<file path="src/rtl/inv_request_scheduler.sv">
// Round-robin front end that shares one GF(2^163) inversion core among NREQ requesters,
// with zero-operand short-circuit and a bounded wait on the core.
module inv_request_scheduler #(
  parameter int NREQ        = 4,
  parameter int ID_W        = 2,
  parameter int TIMEOUT_CYC = 255
) (
  input  logic                 clk,
  input  logic                 rst,
  input  logic [NREQ-1:0]      req_valid,
  input  logic [NREQ*163-1:0]  req_operand,
  output logic [NREQ-1:0]      req_ready,
  output logic                 resp_valid,
  input  logic                 resp_ready,
  output logic [ID_W-1:0]      resp_id,
  output logic [162:0]         resp_data,
  output logic                 resp_err,
  output logic                 busy,
  output logic                 core_start,
  output logic [162:0]         core_operand,
  input  logic                 core_done,
  input  logic [162:0]         core_result
);

  // state | meaning
  // IDLE  | arbitrating; req_ready one-hot toward the round-robin winner
  // ISSUE | one-cycle core_start with the latched operand
  // WAIT  | waiting for core_done, bounded by TIMEOUT_CYC cycles
  // RESP  | result held on resp_* until resp_ready

  localparam int FW    = 163;
  localparam int CNT_W = 16;

  typedef enum logic [1:0] {IDLE, ISSUE, WAIT, RESP} state_t;

  state_t            state, state_nxt;
  logic [ID_W-1:0]   last_grant;
  logic [ID_W-1:0]   cur_id;
  logic [FW-1:0]     op_q;
  logic [FW-1:0]     data_q;
  logic              err_q;
  logic [CNT_W-1:0]  tmo_cnt;

  logic [NREQ-1:0]   grant;
  logic [ID_W-1:0]   grant_id;
  logic [ID_W-1:0]   rr_idx;
  logic              grant_any;
  logic [FW-1:0]     grant_op;
  logic              accept;
  logic              op_zero;
  logic              tmo_hit;

  // Search upward from the requester after the last one served, wrapping at NREQ.
  always_comb begin
    grant     = '0;
    grant_id  = '0;
    grant_any = 1'b0;
    rr_idx    = '0;
    for (int k = 0; k < NREQ; k++) begin
      rr_idx = ID_W'((int'(last_grant) + 1 + k) % NREQ);
      if (!grant_any && req_valid[rr_idx]) begin
        grant_any      = 1'b1;
        grant_id       = rr_idx;
        grant[rr_idx]  = 1'b1;
      end
    end
  end

  assign grant_op = req_operand[int'(grant_id)*FW +: FW];
  assign accept   = (state == IDLE) && grant_any;
  assign op_zero  = (grant_op == '0);
  assign tmo_hit  = (tmo_cnt == CNT_W'(TIMEOUT_CYC - 1));

  always_ff @(posedge clk or posedge rst) begin
    if (rst) state <= IDLE;
    else     state <= state_nxt;
  end

  always_comb begin
    state_nxt = state;
    case (state)
      IDLE:    if (accept) state_nxt = op_zero ? RESP : ISSUE;
      ISSUE:   state_nxt = WAIT;
      WAIT:    if (core_done || tmo_hit) state_nxt = RESP;
      RESP:    if (resp_ready) state_nxt = IDLE;
      default: state_nxt = IDLE;
    endcase
  end

  always_comb begin
    req_ready  = (state == IDLE) ? grant : '0;
    core_start = (state == ISSUE);
    resp_valid = (state == RESP);
    busy       = (state != IDLE);
  end

  assign resp_id      = cur_id;
  assign resp_data    = data_q;
  assign resp_err     = err_q;
  assign core_operand = op_q;

  // core_done only counts in WAIT, where it also beats a coincident timeout.
  always_ff @(posedge clk or posedge rst) begin
    if (rst) begin
      last_grant <= ID_W'(NREQ - 1);
      cur_id     <= '0;
      op_q       <= '0;
      data_q     <= '0;
      err_q      <= 1'b0;
      tmo_cnt    <= '0;
    end else begin
      case (state)
        IDLE: begin
          if (accept) begin
            cur_id <= grant_id;
            op_q   <= grant_op;
            if (op_zero) begin
              data_q <= '0;
              err_q  <= 1'b1;
            end
          end
        end
        ISSUE: tmo_cnt <= '0;
        WAIT: begin
          if (core_done) begin
            data_q <= core_result;
            err_q  <= 1'b0;
          end else if (tmo_hit) begin
            data_q <= '0;
            err_q  <= 1'b1;
          end else begin
            tmo_cnt <= tmo_cnt + CNT_W'(1);
          end
        end
        RESP: if (resp_ready) last_grant <= cur_id;
        default: ;
      endcase
    end
  end

endmodule

</file>
<file path="config.mk">
export PLATFORM = sky130hd
export DESIGN_NAME = inv_request_scheduler
export DESIGN_NICKNAME = d
export VERILOG_FILES = /design/src/rtl/inv_request_scheduler.sv
export SDC_FILE = /design/constraint.sdc
export NUM_CORES = 1
export LEC_CHECK = 0
export ABC_AREA = 0
export CAP_MARGIN = 20
export CORE_AREA = 10 10 441 443
export DETAILED_ROUTE_END_ITERATION = 16
export DIE_AREA = 0 0 451 453
export GPL_TIMING_DRIVEN = 0
export HOLD_SLACK_MARGIN = 0.08
export SLEW_MARGIN = 20
export SYNTH_ARGS = -nofsm -noshare
export SYNTH_HDL_FRONTEND = slang
export SYNTH_SLANG_ARGS = --single-unit
</file>
<file path="constraint.sdc">
create_clock -name clk -period 32.7 [get_ports clk]
set_clock_uncertainty 0.2 [all_clocks]
set_input_delay 6.54 -clock clk [delete_from_list [all_inputs] [get_ports clk]]
set_output_delay 6.54 -clock clk [all_outputs]
set_load 0.01 [all_outputs]
</file>
After elaboration in Yosys (flattened, before gate mapping)
Cells that the tools add are included.
W data, S select, Z words.
Word-level totals
  register bits after elaboration: 349
  bits of input ports: 823
  output and inout bits: 336
  logic and storage cells: 105
Operators by class
  add/subtract/negate cells: 5
  $mul: 1
  $lt $le $gt $ge: 8
  equal/unequal tests: 11
  shift operators: 1
  muxes and demuxes: 47
  bitwise gates (word level): 3
  reductions and logical operators: 22
Operators with widths (count)
  $mux W163: 4
  $shiftx A652 B11 Y163: 1
  $pmux W163 S2: 1
  $logic_not A163 Y1: 1
  $mux W16: 2
  $pmux W16 S2: 1
  $mux W4: 5
  $add A16 B1 Y16 const B: 1
  $eq A16 B8 Y1 const B: 1
  $mux W1: 16
  $mux W2: 8
  $lt A2 B3 Y1 const B: 4
  $or A4 B4 Y4: 3
  $mul A2 B8 Y10 const B: 1
  $ne A2 B2 Y1 const B: 5
  $bmux W1 S2: 4
  $demux W1 S2: 4
  $ge A2 B1 Y1 const B: 4
  $logic_and A1 B1 Y1: 8
  $pmux W2 S4: 1
  $add A2 B2 Y2 const B: 3
  $reduce_and A3 Y1: 2
  $reduce_bool A2 Y1: 3
  $eq A2 B2 Y1 const B: 2
  10 further kinds: 13

Depth between registers and ports, before layout
Gate-level depths: netlist of the first run.
  depth after elaboration: 19
  mapped depth: 21
  gate-level depth less buffers: 13

Worst setup path before layout of the first run
OpenSTA, ideal clock, no wires.
  path kind: input -> output
  from: input port req_valid[1]
  to: output port req_ready[0]
  arrival time: 8088 ps
  required time: 25960 ps
  slack: 17872 ps
  stages: 6
  path buffers: 1
  cells stage by stage: clkbuf_1 > mux2_4 > or4_4 > a21oi_2 > nand2_1 > a21oi_1
Between the ends
  longest elaborated chain between the ends: 13
  elaborated cells on any way between the ends: 25
  those cells by class: mux (16); bitwise (3); reduce/logical (6)
Ends and longest elaborated chain
  start: declaration: line 10  | input logic [NREQ-1:0] req_valid,
  $bmux W1 S2: line 61  | if (!grant_any && req_valid[rr_idx]) begin
  $mux W1 (not written as such): line 61
  $mux W1: line 61
  $logic_not A1 Y1: line 61
  $logic_and A1 B1 Y1: line 61
  $mux W1: line 61
  $logic_not A1 Y1: line 61
  $logic_and A1 B1 Y1: line 61
  $mux W1: line 61
  $logic_not A1 Y1: line 61
  $logic_and A1 B1 Y1: line 61
  $mux W4 (*): line 61
  $mux W4 (*): line 91  | req_ready = (state == IDLE) ? grant : '0;
  end: declaration: line 12  | output logic [NREQ-1:0] req_ready,
Every way passes the cells marked *; elsewhere a longest branch is shown, timed or not. The select of a mux whose other input is x is not followed.

Final worst setup path of the first run
  from: input port req_valid[0]
  to: output port req_ready[0]
The elaborated chain is that of the path after synthesis.

==> results.cfg, run 1 <==
[cts]
cts_setup_buffers = 0
cts_resized = 0
cts_tree = done
insertion_delay_ns = 0.70
clock_sinks = 349
htree_levels = 2
cts.path.max_buffers = 3
cts_buffers = 51
root_buffer = clkbuf_16
clk_pin_slew_ns = 0.06
holdBufCountCts = 0

[pwr]
power.internal_mw = 1.98
sequentialPowerShare = 0.175
ir_drop_mv = 0.0580
power_frac_comb = 0.685
switchingPower_mw = 2.24
sw_frac_of_total = 0.531
p_leak_nw = 17.0
powerDensity_nw_per_um2 = 108
power.total_mw = 4.22
clkPwrFrac = 0.140

[detailed_routing]
dr.pass1.iters = 7
drc_errors = 0
wl_per_cell_um = 38.9
routed_wl_um = 240000
routed_via_density = 4.35
drt_iter0_markers = 2560
vias = 26900
drtAntennaViolNets = 0

[timing]
setup_viol = 0
hold_violations = 0
fmax_ghz = 0.0626
tightest_slew_ns = 1.15
rsz0062_at_grt = no
period_needed_ns = 15.99
final_max_slew_viol_count = 0
min_period_over_period = 0.489
setup-tns-final_ns = 0
slew_headroom = 0.231

[synth]
syn_inst = 2362
async_flop_share = 1.00
synthesis.area_um2 = 22100
synth_flop_cell = dfrtp_1
synth_edf_count = 0
ys_seq_area_frac = 0.395
yosys_warnings = 0
yosys.cell_types.count = 57
avgSynthCellArea_um2 = 9.37
syn_nets = 3199
yosys_register_bits = 349

[global_route]
grt_max_degree = 95
grt-ovfl-total = 0
track_usage = 0.223
grt_pass1_wl_um = 301000
grt_pass1_vias = 27200
antenna_found_initial = 142

[job]
drv_cap = 0

[min_path]
holdCritStartpoint = core_operand[102]
hold_path_end = core_operand[102]
hold_class = reg2reg
min_path_cells = 1

[cells_and_area]
final_cell_mix = clkdlybuf4s50_1 (1156), nand2_1 (549), dfrtp_1 (347)
layout_commonest_cell = clkdlybuf4s50_1
drive_above_1_share = 0.106
syn_to_final_growth_pct = 76.4
nets = 4422

[setup_path]
crit-reg2reg-launch = last_grant[0]
crit_path_start_kind = primary input
rrSetupSlack_ns = 24.28
required_ns = 25.96
end_kind = output pin
critical_path_class = in2out
crit_fanout = 6
arrival_ns = 9.25
rr_worst_depth = 20
r2r-end = resp_data[160]
crit_start = req_valid[0]

[floorplan]
ioPinCount = 1159
core_um2 = 185000
die_w_um = 451
rows = 158
die_area_um2 = 204000
start_util = 0.120
die_y_um = 453

[outcome]
status = finished, final reports clean

[placement]
io_buffers = 1156
dp_hpwl_um = 208000
gp_congestion = 1.02
[layer usage]
layer | vias to the layer above | track usage | wire [µm]
met3 | 506 | 0.0513 | 16100
met5 | - | 0 | 259
li1 | 11200 | - | -
met1 | 13500 | 0.226 | 81300
met2 | 1624 | 0.414 | 126000
met4 | 34 | 0.131 | 16300
[Yosys cell counts, drive strengths merged, types with 11 or more instances]
cell,n,area share
a21oi,17,0.0042
mux2i,95,0.043
ha,14,0.0079
nor4,91,0.026
nor2,55,0.0093
inv,11,0.0019
mux2,203,0.13
a311oi,98,0.039
o21ai,52,0.012
nor3,24,0.0054
buf,51,0.018
dfrtp,347,0.39
o31ai,19,0.0064
a221oi,37,0.015
and3,268,0.076
clkbuf,152,0.026
a21o,103,0.035
nor2b,35,0.0099
or4,23,0.0080
nand2,549,0.093
nand4,12,0.0034
nand3,41,0.0093
[critical path: stages]
cell and delay [ns]:
clkdlybuf4s50_1 0.51, mux2_4 0.32, or4_4 0.52, a21oi_2 0.36, nand2_1 0.11, a21oi_1 0.21
clkdlybuf4s50_1 0.66
[flip-flops by register name, summed over array words and instances (netlist names)]
signal,flops
last_grant,2
resp_data,163
core_operand,163
tmo_cnt,16
resp_id,2
state,2
resp_err,1
[metrics by stage]
stage | area (µm²) | setup slack (ns) | std cells | util | hold slack, ns
5_1_grt | 39000 | 16.57 | 6147 | 0.211 | 0.292
2_1_floorplan | 22100 | 16.28 | 2362 | - | 0.299
4_1_cts | 38900 | 16.73 | 6105 | 0.210 | 0.278
6_report | 39100 | 16.71 | 6171 | 0.211 | 0.276
3_5_place_dp | 37200 | 16.75 | 6012 | 0.201 | 0.265
3_3_place_gp | 36800 | 9.29 | 5998 | 0.199 | 0.262
[area by class of cell]
| type | instances | area (µm²) |
|---|---|---|
| Inverter | 12 | 52.6 |
| Timing Repair Buffer | 1170 | 11800 |
| Clock inverter | 17 | 251 |
| Sequential cell | 349 | 8740 |
| Antenna cell | 66 | 165 |
| Tap cell | 2480 | 3100 |
| Fill cell | 20400 | 146000 |
| Buffer | 203 | 996 |
| Clock buffer | 76 | 1460 |
| Multi-Input combinational cell | 1798 | 12500 |
[power by group through the flow]
| stage | logic, mW | clock network, mW | registers [mW] |
|---|---|---|---|
| finish | 2.89 | 0.591 | 0.739 |
| global placement | 2.87 | 0 | 0.735 |
| global route | 3.00 | 0.623 | 0.755 |
| detailed placement | 2.91 | 0 | 0.739 |
| floorplan | 1.18 | 0 | 0.789 |
| CTS | 2.92 | 0.610 | 0.735 |
[how the worst max path moves through the flow]
stage                         to  cells past startpoint
3_5_place_dp        req_ready[0]                      7
5_1_grt             req_ready[2]                      7
3_3_place_gp   core_operand[136]                      2
2_1_floorplan    core_operand[0]                      1
4_1_cts             req_ready[0]                      7
6_report            req_ready[0]                      7
[kinds of logic (layout without fill, tap and decap cells)]
group | count (synthesis) | in the layout | share of synthesized area
flip-flops | 349 | 349 | 0.395
AO/OA/AOI/OAI | 363 | 363 | 0.125
AND/OR/NAND/NOR | 1106 | 1106 | 0.243
XOR/XNOR | 11 | 11 | 0.00435
adder cells (fa/ha/maj) | 14 | 14 | 0.00791
buffers and inverters | 215 | 1478 | 0.0461
other | 0 | 66 | 0
multiplexers | 304 | 304 | 0.180
Power figures use the tool's default switching activity.
==> inputs of run 2 (changes only) <==
--- a/config.mk
+++ b/config.mk
@@ -7,9 +7,9 @@
 export LEC_CHECK = 0
 export ABC_AREA = 0
 export CAP_MARGIN = 20
-export CORE_AREA = 10 10 441 443
+export CORE_AREA = 10 10 444 446
 export DETAILED_ROUTE_END_ITERATION = 16
-export DIE_AREA = 0 0 451 453
+export DIE_AREA = 0 0 454 456
 export GPL_TIMING_DRIVEN = 0
 export HOLD_SLACK_MARGIN = 0.08
 export SLEW_MARGIN = 20
==> constraint.sdc (replaced) <==
create_clock -name clk -period 15.86 [get_ports clk]
set_clock_uncertainty 0.2 [all_clocks]
set_input_delay 3.172 -clock clk [delete_from_list [all_inputs] [get_ports clk]]
set_output_delay 3.172 -clock clk [all_outputs]
set_load 0.01 [all_outputs]
==> results.cfg, run 2 (synthesis gave the netlist of run 1 again) <==
[timing]
period_needed_ns = 9.86
setup-tns-final_ns = 0
hold_ws_ns = 0.277
tightest_slew_ns = 1.30
final_max_slew_viol_count = 0
setup_viol = 0
rsz0062_at_grt = no
hold_violations = 0
min_period_over_period = 0.621
fmax_ghz = 0.101
slew_headroom = 0.126

[cts]
insertion_delay_ns = 0.69
clk_pin_slew_ns = 0.06
clock_sinks = 349
holdBufCountCts = 0
root_buffer = clkbuf_16
cts_buffers = 51
cts.path.max_buffers = 3
htree_levels = 2
cts_tree = done
cts_setup_buffers = 0
cts_resized = 0

[detailed_routing]
routed_wl_um = 245000
vias = 27500
dr.pass1.iters = 8
routed_via_density = 4.44
drc_errors = 0
drtAntennaViolNets = 0
wl_per_cell_um = 39.6
drt_iter0_markers = 2910

[setup_path]
crit_path_start_kind = primary input
crit_fanout = 11
cp_slowest_cell = a311oi_1
crit_buf_inv = 7
critical_path_class = in2reg
required_ns = 16.28
slowest_delay_ns = 0.95
end_kind = register
rrSetupSlack_ns = 7.56
crit_family = buffers and inverters
arrival_ns = 10.27
path_cells = clkdlybuf4s50_1 > mux2i_1 > mux2i_1 > o21ai_0 > o22ai_4 > buf_2 > buf_2 > clkbuf_1 > buf_2 > clkbuf_1 > clkbuf_1 > nand2_1 > a311oi_1 > a21o_1

[cells_and_area]
drive_above_1_share = 0.107
syn_to_final_growth_pct = 76.7
nets = 4420
multi_input_area_um2 = 12500
seqCellArea_um2 = 8740
final_cell_mix = clkdlybuf4s50_1 (1156), nand2_1 (549), dfrtp_1 (347)
n_fill_cell = 20700
layout_commonest_cell = clkdlybuf4s50_1

[pwr]
power.total_mw = 8.77
p_leak_nw = 17.0
ir_drop_mv = 0.111
powerDensity_nw_per_um2 = 224

[placement]
io_buffers = 1156
gp_congestion = 1.02
dp_hpwl_um = 211000

[global_route]
grtUsageMet2 = 0.417
antenna_found_initial = 182
grt_use_met3 = 0.0493
track_usage = 0.225
grtUsageMet1 = 0.226
grt_busiest_layer = met2
grt-ovfl-total = 0
grt_pass1_vias = 27000
grt_max_degree = 83
grt_pass1_wl_um = 306000

[outcome]
status = finished, final reports clean

[floorplan]
die_w_um = 454
start_util = 0.118
core_um2 = 188000
rows = 159
die_area_um2 = 207000
ioPinCount = 1159
die_y_um = 456

[min_path]
hold_class = reg2reg

[job]
drv_cap = 0
-- run 2: cell types whose count changed in the layout (fill, tap and decap cells not counted), sizes merged --
| cell | delta |
|---|---|
| clkinv | -1 |
| inv | +1 |
| bufinv | +1 |
| clkinvlp | +2 |
| diode | +8 |
| clkbuf | -6 |
| buf | -3 |
| clkdlybuf4s18 | +1 |
-- run 2: worst register-to-register path, cell delays in order (launching register included) --
cell and delay, ns:
dfstp_2 0.57, buf_2 0.22, buf_2 0.28, inv_1 0.15, ha_1 0.39, mux2i_1 0.57
o21ai_0 0.33, o22ai_4 0.50, buf_2 0.59, buf_2 0.64, clkbuf_1 0.45, buf_2 0.58
clkbuf_1 0.81, clkbuf_1 0.73, nand2_1 0.12, a311oi_1 0.95, a21o_1 0.14
-- run 2: where the power goes --
| part | total [mW] | switching [mW] | internal, mW |
|---|---|---|---|
| Combinational | 6.00 | 3.91 | 2.09 |
| Sequential | 1.51 | 0.244 | 1.27 |
| Clock | 1.25 | 0.521 | 0.733 |
-- run 2: layer usage --
metal	vias to the layer above	wire length, µm
li1	11200	-
met1	13700	81200
met2	1970	129000
met3	583	16700
met4	44	17800
met5	-	286
-- run 2: through the flow --
step / cells / worst slack, ns / instance area [µm²] / util
3_5_place_dp: 6025 / 4.89 / 37100 / 0.198
3_3_place_gp: 6013 / -4.10 / 36800 / 0.196
6_report: 6189 / 6.00 / 39100 / 0.208
5_1_grt: 6165 / 5.76 / 39100 / 0.208
4_1_cts: 6115 / 5.63 / 38900 / 0.208
2_1_floorplan: 2362 / 2.81 / 22100 / -
-- run 2: layout make-up --
type                       count  share of cell area
multi-input combinational   1798               0.319
timing repair buffer        1168               0.301
sequential                   349               0.223
tap                         2495              0.0798
clock buffer                  70              0.0375
buffer                       203              0.0254
clock inverter                20             0.00838
antenna                       74             0.00473
inverter                      12             0.00134
-- run 2: worst paths after layout --
kind / end / start / cells after the start
max: core_operand[80] / req_valid[0] / 14
min: core_operand[126] / core_operand[126] / 1
max reg2reg: core_operand[80] / last_grant[0] / 16
min reg2reg: core_operand[126] / core_operand[126] / 1
max in group asynchronous: core_operand[71] / rst / 4
min in group asynchronous: resp_data[130] / rst / 2
==> inputs of run 3 (changes only) <==
==> constraint.sdc (replaced) <==
create_clock -name clk -period 9.75 [get_ports clk]
set_clock_uncertainty 0.2 [all_clocks]
set_input_delay 1.95 -clock clk [delete_from_list [all_inputs] [get_ports clk]]
set_output_delay 1.95 -clock clk [all_outputs]
set_load 0.01 [all_outputs]
==> results.cfg, run 3 (synthesis gave the netlist of run 1 again) <==
[outcome]
status = finished, final reports clean

[setup_path]
critPathCapture = core_operand[147]
crit_start = req_valid[0]
rrSetupSlack_ns = 1.09
crit_path_start_kind = primary input
critical_path_class = in2reg
crit_fanout = 10
rr_worst_depth = 17
end_kind = register
arrival_ns = 9.32
crit-reg2reg-launch = last_grant[0]
required_ns = 10.15
r2r-end = core_operand[147]

[timing]
period_needed_ns = 8.93
slew_headroom = 0.181
setup_viol = 0
fmax_ghz = 0.112
final_max_slew_viol_count = 0
rsz0062_at_grt = no
hold_violations = 0
min_period_over_period = 0.916
post-route-worst-setup-slack_ns = 0.821
tightest_slew_ns = 1.22

[detailed_routing]
routed_via_density = 4.40
routed.top_layer = met5
met2WireLength_um = 133000
wl_per_cell_um = 40.0
drt_iter0_markers = 2891
dr.pass1.iters = 6
routed_wl_um = 248000
wl_met3_um = 17600
drtAntennaViolNets = 0
met1_length_um = 82300
drc_errors = 0
vias = 27200

[global_route]
grt_pass1_wl_um = 310000
antenna_found_initial = 168
grt_pass1_vias = 27200
grt_max_degree = 33
track_usage = 0.228
grt-ovfl-total = 0

[floorplan]
die_w_um = 454
core_um2 = 188000
rows = 159
die_y_um = 456
start_util = 0.118
ioPinCount = 1159
die_area_um2 = 207000

[placement]
io_buffers = 1156
post-place-ws_ns = 0.141
dp.cells = 6036
placed_cell_area_um2 = 37400
gp_congestion = 0.974
dp_hpwl_um = 215000

[cells_and_area]
nets = 4432
syn_to_final_growth_pct = 77.9
design_area_um2 = 39400
layout_commonest_cell = clkdlybuf4s50_1
fin_cells = 6189
final_cell_mix = clkdlybuf4s50_1 (1156), nand2_1 (549), dfrtp_1 (347)
drive_above_1_share = 0.111

[pwr]
power.internal_mw = 6.74
ir_drop_mv = 0.276
powerDensity_nw_per_um2 = 366
sw_frac_of_total = 0.532
power_frac_comb = 0.682
clkPwrFrac = 0.148
p_leak_nw = 17.1
switchingPower_mw = 7.67
sequentialPowerShare = 0.170

[cts]
cts_resized = 0
htree_levels = 2
cts_setup_buffers = 0
holdBufCountCts = 0
insertion_delay_ns = 0.70
cts.path.max_buffers = 3
clock_sinks = 349
root_buffer = clkbuf_16
cts_tree = done
clk_pin_slew_ns = 0.06
cts_buffers = 52

[min_path]
hold_class = reg2reg
holdCritStartpoint = core_operand[114]

[job]
drv_cap = 0
[run 3: cell types whose count changed in the layout (fill, tap and decap cells not counted), sizes merged]
cell / previous run / this run
diode: 74 / 55
buf: 62 / 74
clkinv: 9 / 14
clkbuf: 222 / 225
clkinvlp: 5 / 2
bufinv: 5 / 7
clkdlybuf4s18: 1 / 0
inv: 13 / 14
[run 3: per-stage QoR]
stage	total power [mW]	utilization	TNS, ns	hold slack (ns)
5_1_grt	14.9	0.210	0	0.285
4_1_cts	14.5	0.209	0	0.279
2_1_floorplan	6.59	-	0	0.299
3_5_place_dp	12.3	0.199	0	0.265
3_3_place_gp	12.2	0.196	-303.34	0.261
6_report	14.4	0.210	0	0.277
[run 3: layout make-up]
| class | count | area, µm² |
|---|---|---|
| Fill cell | 20600 | 148000 |
| Multi-Input combinational cell | 1798 | 12500 |
| Timing Repair Buffer | 1179 | 12000 |
| Sequential cell | 349 | 8740 |
| Tap cell | 2495 | 3120 |
| Clock buffer | 73 | 1470 |
| Buffer | 203 | 990 |
| Clock inverter | 25 | 394 |
| Antenna cell | 55 | 138 |
| Inverter | 12 | 48.8 |
[run 3: power groups by stage]
stage | clock network (mW) | registers [mW] | logic, mW
floorplan | 0 | 2.65 | 3.94
global placement | 0 | 2.45 | 9.73
detailed placement | 0 | 2.45 | 9.86
CTS | 2.19 | 2.44 | 9.90
global route | 2.24 | 2.51 | 10.2
finish | 2.13 | 2.45 | 9.82
[run 3: worst min path at each step]
stage	to	slack, ns	cells past startpoint
after CTS	core_operand[3]	0.28	1
final	core_operand[114]	0.28	2
after floorplan	tmo_cnt[0]	0.30	1
after detailed placement	core_operand[3]	0.26	1
after global routing	core_operand[3]	0.28	1
after global placement	core_operand[51]	0.26	1
[run 3: layer usage]
layer,up-vias,track usage
met1,13700,0.228
met3,530,0.0551
met4,52,0.122
li1,11200,-
met5,-,0
met2,1749,0.429
[run 3: critical path, cell delays in order]
cell             delay, ns
clkdlybuf4s50_1       0.60
mux2i_1               0.15
mux2i_1               0.46
o21ai_0               0.30
o22ai_4               0.53
buf_2                 0.60
buf_2                 0.70
clkbuf_1              0.50
buf_2                 0.60
clkbuf_1              0.87
clkbuf_1              0.82
nand2_1               0.12
a311oi_1              0.91
a21o_1                0.14
